## src/rtl/uart_msg_pkg.sv

```systemverilog
// Shared types and constants for the UART message controller:
// FSM state encoding and the default banner table.
package uart_msg_pkg;

  typedef enum logic [1:0] {IDLE, ECHO, MSG} state_t;

  localparam int unsigned MSG_LEN_DEF = 21;

  localparam logic [8*MSG_LEN_DEF-1:0] BANNER_DEF = {"Hello ALINX AX7101 ", 8'h0A, 8'h0D};

  // Byte used for banner positions beyond the default table.
  localparam logic [7:0] BANNER_FILL = 8'h20;

  function automatic logic [7:0] banner_byte(input int unsigned i);
    return BANNER_DEF[8*(MSG_LEN_DEF-1-i) +: 8];
  endfunction

endpackage

```

## src/rtl/uart_msg_if.sv

```systemverilog
// Handshake bundle between the controller and its UART receiver/transmitter.
interface uart_msg_if;
  logic       rdsig;
  logic [7:0] rxdata;
  logic       txbusy;
  logic       msg_en;
  logic       wrsig;
  logic [7:0] dataout;
  logic       busy;
  logic       echo_ovf;

  modport master (output rdsig, rxdata, txbusy, msg_en,
                  input  wrsig, dataout, busy, echo_ovf);
  modport slave  (input  rdsig, rxdata, txbusy, msg_en,
                  output wrsig, dataout, busy, echo_ovf);
endinterface

```

## src/rtl/uart_msg_rom.sv

```systemverilog
// Combinational banner ROM: message index to byte.
module uart_msg_rom
  import uart_msg_pkg::*;
#(
  parameter int unsigned MSG_LEN = MSG_LEN_DEF,
  parameter int unsigned IDX_W   = (MSG_LEN > 1) ? $clog2(MSG_LEN) : 1
) (
  input  logic [IDX_W-1:0] idx,
  output logic [7:0]       data
);

  always_comb begin
    data = BANNER_FILL;
    if (32'(idx) < MSG_LEN_DEF && 32'(idx) < MSG_LEN) data = banner_byte(32'(idx));
  end

endmodule

```

## src/rtl/uart_msg_ctrl.sv

```systemverilog
// UART transmit-side controller: echoes received bytes through a FIFO and
// streams a banner after a receive-quiet interval, paced on txbusy and a gap.
module uart_msg_ctrl
  import uart_msg_pkg::*;
#(
  parameter int unsigned MSG_LEN    = MSG_LEN_DEF,
  parameter int unsigned IDLE_WAIT  = 262144,
  parameter int unsigned CHAR_GAP   = 255,
  parameter int unsigned ECHO_DEPTH = 8
) (
  input logic       clk,
  input logic       rst,
  uart_msg_if.slave bus
);

  localparam int unsigned IDX_W = (MSG_LEN > 1) ? $clog2(MSG_LEN) : 1;
  localparam int unsigned PTR_W = $clog2(ECHO_DEPTH);
  localparam int unsigned QW    = $clog2(IDLE_WAIT);
  localparam int unsigned GW    = (CHAR_GAP > 1) ? $clog2(CHAR_GAP) : 1;

  localparam logic [QW-1:0]    QUIET_MAX = QW'(IDLE_WAIT - 1);
  localparam logic [GW-1:0]    GAP_LOAD  = GW'(CHAR_GAP - 1);
  localparam logic [IDX_W-1:0] IDX_LAST  = IDX_W'(MSG_LEN - 1);
  localparam logic [PTR_W:0]   PTR_ONE   = {{PTR_W{1'b0}}, 1'b1};

  state_t           state, state_nxt;
  logic [IDX_W-1:0] idx, idx_nxt;
  logic [QW-1:0]    quiet;
  logic [GW-1:0]    gap;
  logic             wrsig_q, ovf_q;
  logic [7:0]       dout_q, send_byte, rom_byte, head;
  logic [7:0]       mem [ECHO_DEPTH];
  logic [PTR_W:0]   wr_ptr, rd_ptr;
  logic             empty, full, last_one, push, pop, send, start, breq, ok;

  assign empty    = (wr_ptr == rd_ptr);
  assign full     = (wr_ptr[PTR_W] != rd_ptr[PTR_W]) &&
                    (wr_ptr[PTR_W-1:0] == rd_ptr[PTR_W-1:0]);
  assign last_one = ((wr_ptr - rd_ptr) == PTR_ONE);
  assign head     = mem[rd_ptr[PTR_W-1:0]];
  // A pop frees a slot in the same cycle, so a full FIFO still accepts.
  assign push     = bus.rdsig && (!full || pop);
  assign breq     = (quiet == QUIET_MAX);
  assign ok       = !bus.txbusy && (gap == '0);

  assign bus.wrsig    = wrsig_q;
  assign bus.dataout  = dout_q;
  assign bus.busy     = (state != IDLE);
  assign bus.echo_ovf = ovf_q;

  uart_msg_rom #(.MSG_LEN(MSG_LEN), .IDX_W(IDX_W)) u_rom (
    .idx  (idx),
    .data (rom_byte)
  );

  always_comb begin
    state_nxt = state;
    idx_nxt   = idx;
    pop       = 1'b0;
    send      = 1'b0;
    start     = 1'b0;
    send_byte = head;
    unique case (state)
      IDLE: begin
        if (!empty) begin
          state_nxt = ECHO;
        end else if (breq && bus.msg_en) begin
          idx_nxt   = '0;
          start     = 1'b1;
          state_nxt = MSG;
        end
      end
      ECHO: begin
        if (empty) begin
          state_nxt = IDLE;
        end else if (ok) begin
          pop  = 1'b1;
          send = 1'b1;
          // A same-cycle push keeps the FIFO non-empty after this pop.
          if (last_one && !bus.rdsig) state_nxt = IDLE;
        end
      end
      MSG: begin
        if (!empty) begin
          idx_nxt   = '0;
          state_nxt = ECHO;
        end else if (ok) begin
          send      = 1'b1;
          send_byte = rom_byte;
          if (idx == IDX_LAST) begin
            idx_nxt   = '0;
            state_nxt = IDLE;
          end else begin
            idx_nxt = idx + 1'b1;
          end
        end
      end
      default: state_nxt = IDLE;
    endcase
  end

  always_ff @(posedge clk) begin
    if (rst) begin
      state   <= IDLE;
      idx     <= '0;
      quiet   <= '0;
      gap     <= '0;
      wrsig_q <= 1'b0;
      dout_q  <= '0;
      ovf_q   <= 1'b0;
      wr_ptr  <= '0;
      rd_ptr  <= '0;
    end else begin
      state   <= state_nxt;
      idx     <= idx_nxt;
      wrsig_q <= send;
      if (send) dout_q <= send_byte;
      if (send) gap <= GAP_LOAD;
      else if (gap != '0) gap <= gap - 1'b1;
      if (bus.rdsig || start) quiet <= '0;
      else if (!breq) quiet <= quiet + 1'b1;
      if (push) wr_ptr <= wr_ptr + 1'b1;
      if (pop) rd_ptr <= rd_ptr + 1'b1;
      if (bus.rdsig && !push) ovf_q <= 1'b1;
    end
  end

  always_ff @(posedge clk) begin
    if (push) mem[wr_ptr[PTR_W-1:0]] <= bus.rxdata;
  end

endmodule

```

## src/flat_wrapper.sv

```systemverilog
// flat-port wrapper written by rule: the top's interface ports become plain ports
module uart_msg_ctrl_flat import uart_msg_pkg::*;
#(
  parameter int unsigned MSG_LEN    = MSG_LEN_DEF,
  parameter int unsigned IDLE_WAIT  = 262144,
  parameter int unsigned CHAR_GAP   = 255,
  parameter int unsigned ECHO_DEPTH = 8
)
  (clk, rst, bus_rdsig, bus_rxdata, bus_txbusy, bus_msg_en, bus_wrsig, bus_dataout, bus_busy, bus_echo_ovf);
  uart_msg_if bus_i ();
  input logic clk;
  input logic rst;
  input wire logic [$bits(bus_i.rdsig)-1:0] bus_rdsig;
  input wire logic [$bits(bus_i.rxdata)-1:0] bus_rxdata;
  input wire logic [$bits(bus_i.txbusy)-1:0] bus_txbusy;
  input wire logic [$bits(bus_i.msg_en)-1:0] bus_msg_en;
  output wire logic [$bits(bus_i.wrsig)-1:0] bus_wrsig;
  output wire logic [$bits(bus_i.dataout)-1:0] bus_dataout;
  output wire logic [$bits(bus_i.busy)-1:0] bus_busy;
  output wire logic [$bits(bus_i.echo_ovf)-1:0] bus_echo_ovf;
  assign bus_i.rdsig = bus_rdsig;
  assign bus_i.rxdata = bus_rxdata;
  assign bus_i.txbusy = bus_txbusy;
  assign bus_i.msg_en = bus_msg_en;
  assign bus_wrsig = bus_i.wrsig;
  assign bus_dataout = bus_i.dataout;
  assign bus_busy = bus_i.busy;
  assign bus_echo_ovf = bus_i.echo_ovf;
  uart_msg_ctrl #(.MSG_LEN(MSG_LEN), .IDLE_WAIT(IDLE_WAIT), .CHAR_GAP(CHAR_GAP), .ECHO_DEPTH(ECHO_DEPTH)) u_core (.clk(clk), .rst(rst), .bus(bus_i));
endmodule
```

## config.mk

```make
export PLATFORM = sky130hd
export DESIGN_NAME = uart_msg_ctrl_flat
export DESIGN_NICKNAME = d
export VERILOG_FILES = /design/src/rtl/uart_msg_pkg.sv /design/src/rtl/uart_msg_if.sv /design/src/rtl/uart_msg_rom.sv /design/src/rtl/uart_msg_ctrl.sv /design/src/flat_wrapper.sv
export SDC_FILE = /design/constraint.sdc
export NUM_CORES = 1
export LEC_CHECK = 0
export CAP_MARGIN = 20
export CORE_ASPECT_RATIO = 2
export CORE_MARGIN = 2
export CORE_UTILIZATION = 55
export DETAILED_ROUTE_END_ITERATION = 7
export GPL_TIMING_DRIVEN = 0
export PLACE_DENSITY_LB_ADDON = 0.12
export SYNTH_ARGS = -nofsm -noshare
export SYNTH_HDL_FRONTEND = slang
export SYNTH_SLANG_ARGS = --single-unit
```

## constraint.sdc

```tcl
create_clock -name clk -period 6.5 [get_ports clk]
set_clock_uncertainty 0.1 [all_clocks]
set_input_delay 0.65 -clock clk [delete_from_list [all_inputs] [get_ports clk]]
set_output_delay 0.65 -clock clk [all_outputs]
set_load 0.01 [all_outputs]
```

; Yosys cells after proc, flatten, opt, wreduce, memory -nomap -nowiden
; Memory sizes are Yosys's and may differ from the RTL's. A register that Yosys moved wholly into a read port is not among the register bits.
; Cells that the tools add are included.
[op_classes]
addsub = 7
order_cmp = 1
n_eq_ne = 15
shift = 1
n_mux = 33
n_reduce_logical = 22
[op_table]
columns = op, n
row1 = 168-bit by 33-bit variable part select with 8-bit output (first input constant), 1
row2 = 8-bit 2-to-1 mux, 6
row3 = 5-bit 2-to-1 mux, 5
row4 = 18-bit by 1-bit adder with 18-bit output (second input constant), 1
row5 = 18-bit equality test (second input constant), 1
row6 = 2-bit 2-to-1 mux, 8
row7 = 5-bit one-hot mux with 2 select lines, 1
row8 = 1-bit 2-to-1 mux, 9
row9 = 3-bit inequality test (second input constant), 3
row10 = 4-bit by 1-bit adder with 4-bit output (second input constant), 2
row11 = 8-bit logical NOT, 1
row12 = 8-bit nonzero test, 1
row13 = 8-bit by 1-bit subtractor with 8-bit output (second input constant), 1
row14 = 1-bit logical AND, 6
row15 = 3-bit 2-to-1 mux, 2
row16 = 3-bit by 1-bit inequality test with 1-bit output (second input constant), 2
row17 = 2-bit one-hot mux with 3 select lines, 1
row18 = 2-bit nonzero test, 3
row19 = 5-bit by 5-bit subtractor with 6-bit output (first input constant), 1
row20 = 5-bit by 1-bit adder with 5-bit output (second input constant), 1
row21 = 5-bit equality test (second input constant), 1
row22 = 5-bit < comparator (second input constant), 1
row23 = 5-bit AND reduction, 1
row24 = 4-bit by 1-bit equality test with 1-bit output (second input constant), 1
row25 = other kinds (13), 19
[word_totals]
reg_bits = 51
mem_bits_rw = 64
input_bits = 13
output_inout_bits = 11
word_cells = 90
n_memories = 1
[mem_list]
columns = name, depth, width, read_ports, rd_clocked_by_memory_dff, wr, line_no
row1 = u_core.mem, 8, 8, 1, 1, 1, uart_msg_ctrl.sv:32  ; logic [7:0] mem [ECHO_DEPTH];

; Depth between registers and ports, before layout
[depth]
depth_word = 9
mapped_depth = 11
depth_no_buf = 9

; By module
; A second synthesis with hierarchy kept.
[hier_totals]
cells_unflattened = 561
hier_area_um2 = 5954.5
[by_module_without_submodules]
columns = mod, instances, cells_each, area_per_inst_um2, seq_area_each_um2
row1 = uart_msg_ctrl, 1, 421, 5102.4, 3002.9
row2 = uart_msg_rom, 1, 140, 852.1, 0.0

; Worst setup path after synthesis
; OpenSTA, ideal clock, no wires.
[synth_timing]
path_kind = input port to flip-flop
from = input bus_txbusy
to = memory u_core.mem[0][0] (enable)
setup_time_ns = 0.395
arrival_time_ns = 2.265
t_required_ns = 6.005
setup_slack_ns = 3.740
cell_stages = 5
path_buffers = 0
path_cell_list = nor4b_2 > o2111ai_2 > nand2_1 > nand2_1 > nor4_1
[synth_via]
elab_chain_cells = 9
[synth_rtl]
columns = element, line_no
row1 = start: declaration, flat_wrapper.sv:15  ; input wire logic [$bits(bus_i.txbusy)-1:0] bus_txbusy;
row2 = 1-bit logical NOT, uart_msg_ctrl.sv:44  ; assign ok = !bus.txbusy && (gap == '0);
row3 = 1-bit logical AND, uart_msg_ctrl.sv:44
row4 = 1-bit 2-to-1 mux, uart_msg_ctrl.sv:76  ; end else if (ok) begin
row5 = 1-bit 2-to-1 mux, uart_msg_ctrl.sv:74  ; if (empty) begin
row6 = 1-bit 2-to-1 mux, uart_msg_ctrl.sv:63  ; unique case (state)
row7 = 1-bit logical OR, uart_msg_ctrl.sv:42  ; assign push = bus.rdsig && (!full || pop);
row8 = 1-bit logical AND, uart_msg_ctrl.sv:42
row9 = 1-bit 2-to-1 mux, uart_msg_ctrl.sv:129  ; if (push) mem[wr_ptr[PTR_W-1:0]] <= bus.rxdata;
row10 = 1-bit 2-to-1 mux (implied by the code), uart_msg_ctrl.sv:129
row11 = end: declaration, uart_msg_ctrl.sv:32
; No other way between the ends.

; Final worst setup path
[layout_timing]
from = input bus_txbusy
to = memory u_core.mem[3][2] (enable)
; Same word-level chain as after synthesis.

==> flow_results.org <==
** Floorplanning
- Top Ports :: 24
- Die boundary width :: 76.4 um
- The die is 149 um tall.
- The initial utilization of the core area, before any placement, comes to 56.8%.
- The core region is 10100 um2.
- Die area :: between 10000 and 15000 um2
- The floorplan has 52 rows.

** Power
- Maximum resistive drop on vdd :: 0.254 mV
- Power spread over the standard cell area amounts to 295 nW/um2.
- P_leak :: about 0.0023 uW

** Timing
- Final period demand of the worst path :: 3.23 ns
- Setup repair after global routing left no endpoint under its margin.
- Worst-margin pin slew :: 0.898 ns
- Final Max Tran Viols :: 0
- The final hold violation count came to 0.
- The worst path uses 49.7% of the clock period.
- Slew HR :: between 30% and 40%
- Timing would allow up to between 300 and 400 MHz.
- Setup violations remaining at the end of the flow were counted as 0.
- Setup total negative slack on the finished layout was measured at 0 ns.

** Placement
- After legalization and detailed placement, the total HPWL measured 9760 um.
- Final Wtd Congestion :: 0.931
- Number of port buffers :: 22
- The placed instances occupy a cell area of 6190 um2.

** Clock tree
- Worst-path clk slew :: 0.05 ns
- Once the clock tree was built, the resizer swapped 0 gates to a different size.
- Clock latency on the worst-skew pair :: about 0.41 ns
- TritonCTS built the clock tree.
- Clock tree synthesis found a total of 118 sinks.
- Number of setup buffers added after CTS :: 0
- Clock tree synthesis inserted a total of 17 buffers.
- The tree is rooted in a sky130_fd_sc_hd__clkbuf_16.
- CTS hold repair buffers :: 0
- The clock passes through at most 2 buffers.
- In this run the number of H-tree levels came out at 4.

** Synth
- Register area share after synthesis :: 52.1%
- In this run, synthesis inferred 64 flip-flops with an integrated enable.
- Async set-or-reset flop fraction in the synthesized netlist :: 0%
- The number of nets handed over by synthesis was roughly 550.
- Counting distinct cell types in the post-synthesis netlist gives 65.
- Mean area per synthesized cell :: 11.0 um2
- Flip-flop cell with the highest count after synthesis :: sky130_fd_sc_hd__edfxtp_1
- Syn. warnings :: 0
- Number of register bits inferred by synthesis :: roughly 120
- Synthesized area :: slightly below 6000 um2
- Cell count after synthesis :: 523

** Setup path
- Max Fanout on Critical Path :: 6
- In this run the worst setup path begins at bus_txbusy.
- The worst setup path is captured at a register.
- STA classifies the critical path startpoint as a primary input.
- By startpoint and endpoint, the worst setup path is classified as primary input to register.
- Data required time at the worst endpoint :: 6.51 ns
- In this run the critical register-to-register path is launched from u_core.gap[0].
- Data on the critical path arrives at its endpoint at 3.24 ns.

** Global route
- Antenna violations before repair :: 0
- Entering global routing, the biggest net connects 17 pins.
- The first global-routing pass estimated 21800 um of wire.
- Global routing used approximately 25% of the available tracks across all layers.
- Number of global-route vias before repair :: 4432
- Global route total overflow :: 0
- met2 is the most crowded layer.
- Global routing met3 resource utilization :: 5.21%
- Global routing used 24.0% of the available met1 tracks.
- Global routing used roughly half of the available met2 tracks.

** Finish
- After routing the design area is roughly 6800 um2.
- Total inserted antenna cells :: 0
- The top cell types in the final layout, fill and taps aside, are sky130_fd_sc_hd__edfxtp_1, sky130_fd_sc_hd__dfxtp_1, sky130_fd_sc_hd__nor2_1.
- Fraction of layout cells with a size suffix above 1 :: about an eighth
- Counting the fill cells in the layout gives 836.
- In the final design database the tool counted 593 nets.
- The library cell used most frequently in the layout, excluding fill and tap cells, is sky130_fd_sc_hd__edfxtp_1.
- The area growth from synthesis to layout is 17.6%.

** Job
- # Max-Cap Violations :: 0

** Worst hold path
- Hold WC Path Type :: register to register
- Hold_sp :: u_core.bus.echo_ovf

** Route
- Detailed Route Iter0 Violations :: 250
- The routed design has 13600 um of wire.
- The first detailed-routing pass ran for 5 iterations.
- After detailed routing, the number of remaining DRC violations is 0.
- The routed layout has between 4000 and 5000 vias.
- Dividing the detail-routed via count by the number of cells gives 6.04.
- In the final routed layout, each cell accounts on average for 19.0 um.
- The count of nets left with antenna violations once routing finished came out at 0.

** Outcome
- The run finished with clean final reports.
==> routing by layer <==
layer | share of wire [%] | vias up | routed length, um
met4 | 3.8 | 0 | 519
met3 | 3.7 | 38 | 502
met2 | 57 | 161 | 7720
li1 | - | 2051 | -
met5 | 0 | - | 0
met1 | 35 | 2066 | 4810
==> critical path: stages <==
cell	delay, ns
sky130_fd_sc_hd__clkdlybuf4s50_1	0.49
sky130_fd_sc_hd__nor4b_2	0.43
sky130_fd_sc_hd__o2111ai_2	0.35
sky130_fd_sc_hd__nand2_1	0.15
sky130_fd_sc_hd__nand2_1	0.14
sky130_fd_sc_hd__nor3_1	0.72
sky130_fd_sc_hd__buf_2	0.31
==> synthesized netlist by cell type, types with 4 or more instances <==
cell type,number,area share (%)
sky130_fd_sc_hd__a21oi_1,31,2.7
sky130_fd_sc_hd__nand2_1,37,2.4
sky130_fd_sc_hd__nor3_1,20,1.7
sky130_fd_sc_hd__o21a_1,4,0.52
sky130_fd_sc_hd__nand2b_1,5,0.54
sky130_fd_sc_hd__xnor2_1,20,3.0
sky130_fd_sc_hd__mux4_2,16,6.2
sky130_fd_sc_hd__inv_1,17,1.1
sky130_fd_sc_hd__and3_1,6,0.65
sky130_fd_sc_hd__buf_2,6,0.52
sky130_fd_sc_hd__mux2i_1,10,1.7
sky130_fd_sc_hd__ha_1,12,2.6
sky130_fd_sc_hd__a31oi_1,7,0.76
sky130_fd_sc_hd__nor4_1,6,0.65
sky130_fd_sc_hd__nor2_1,53,3.4
sky130_fd_sc_hd__dfxtp_1,54,19
sky130_fd_sc_hd__nor2b_1,4,0.43
sky130_fd_sc_hd__xor2_1,14,2.1
sky130_fd_sc_hd__or3_1,5,0.54
sky130_fd_sc_hd__edfxtp_1,64,33
sky130_fd_sc_hd__nand3_1,19,1.6
sky130_fd_sc_hd__o21ai_0,17,1.5
sky130_fd_sc_hd__clkbuf_1,19,1.2
sky130_fd_sc_hd__a221oi_1,4,0.61
sky130_fd_sc_hd__o22ai_1,7,0.76
sky130_fd_sc_hd__nand4_1,6,0.65
==> where the power goes <==
part / switching, uW / internal, uW / leakage, uW
logic: 130 / 96.9 / 0.000975
clock network: 322 / 600 / 0.000288
registers: 30.2 / 819 / 0.00102
==> flip-flops by register name (all words and copies together) (netlist names), named ones only <==
register,flops
u_core.mem,64
u_core.bus.wrsig,1
u_core.wr_ptr,4
u_core.gap,8
u_core.bus.echo_ovf,1
u_core.idx,5
u_core.rd_ptr,4
u_core.quiet,18
u_core.state,2
u_core.bus.dataout,8
==> kinds of logic (layout without fill, tap and decap cells) <==
logic type	after synthesis	in the layout	share of synthesized area [%]
DFF	118	118	52.1
adders and majority gates	13	13	2.95
buffers and inverters	43	100	2.93
and+or+nand+nor	182	182	16.4
muxes	27	27	8.18
xor gates and xnor gates	34	34	5.16
AOI/OAI and AO/OA	106	106	12.3
==> path summary, 6_finish.rpt <==
kind	end	slack, ns	cells past startpoint
worst max-delay path	u_core.mem[3][2]	3.27	7
worst min-delay path	u_core.bus.echo_ovf	0.40	2
worst max register to register	u_core.mem[3][2]	3.40	8
worst min register to register	u_core.bus.echo_ovf	0.40	2
==> layout make-up <==
type,instances,area [um2],area share (%)
Sequential cell,118,3000,44.3
Multi-Input combinational cell,362,2610,38.5
Clock buffer,19,433,6.39
Timing Repair Buffer,25,238,3.51
Tap cell,135,169,2.49
Clock inverter,13,156,2.31
Buffer,26,105,1.55
Inverter,17,63.8,0.941
==> through the flow <==
stage	total power [uW]	utilization, %	hold slack, ns	worst slack, ns	instances
floorplan	1020	-	0.365	3.74	523
global placement	1080	60.7	0.376	2.14	680
detailed placement	1090	61.0	0.380	2.88	683
CTS	2010	66.8	0.403	3.29	715
global route	2070	66.8	0.427	3.12	715
finish	2000	66.8	0.401	3.27	715
Power figures use the tool's default switching activity.
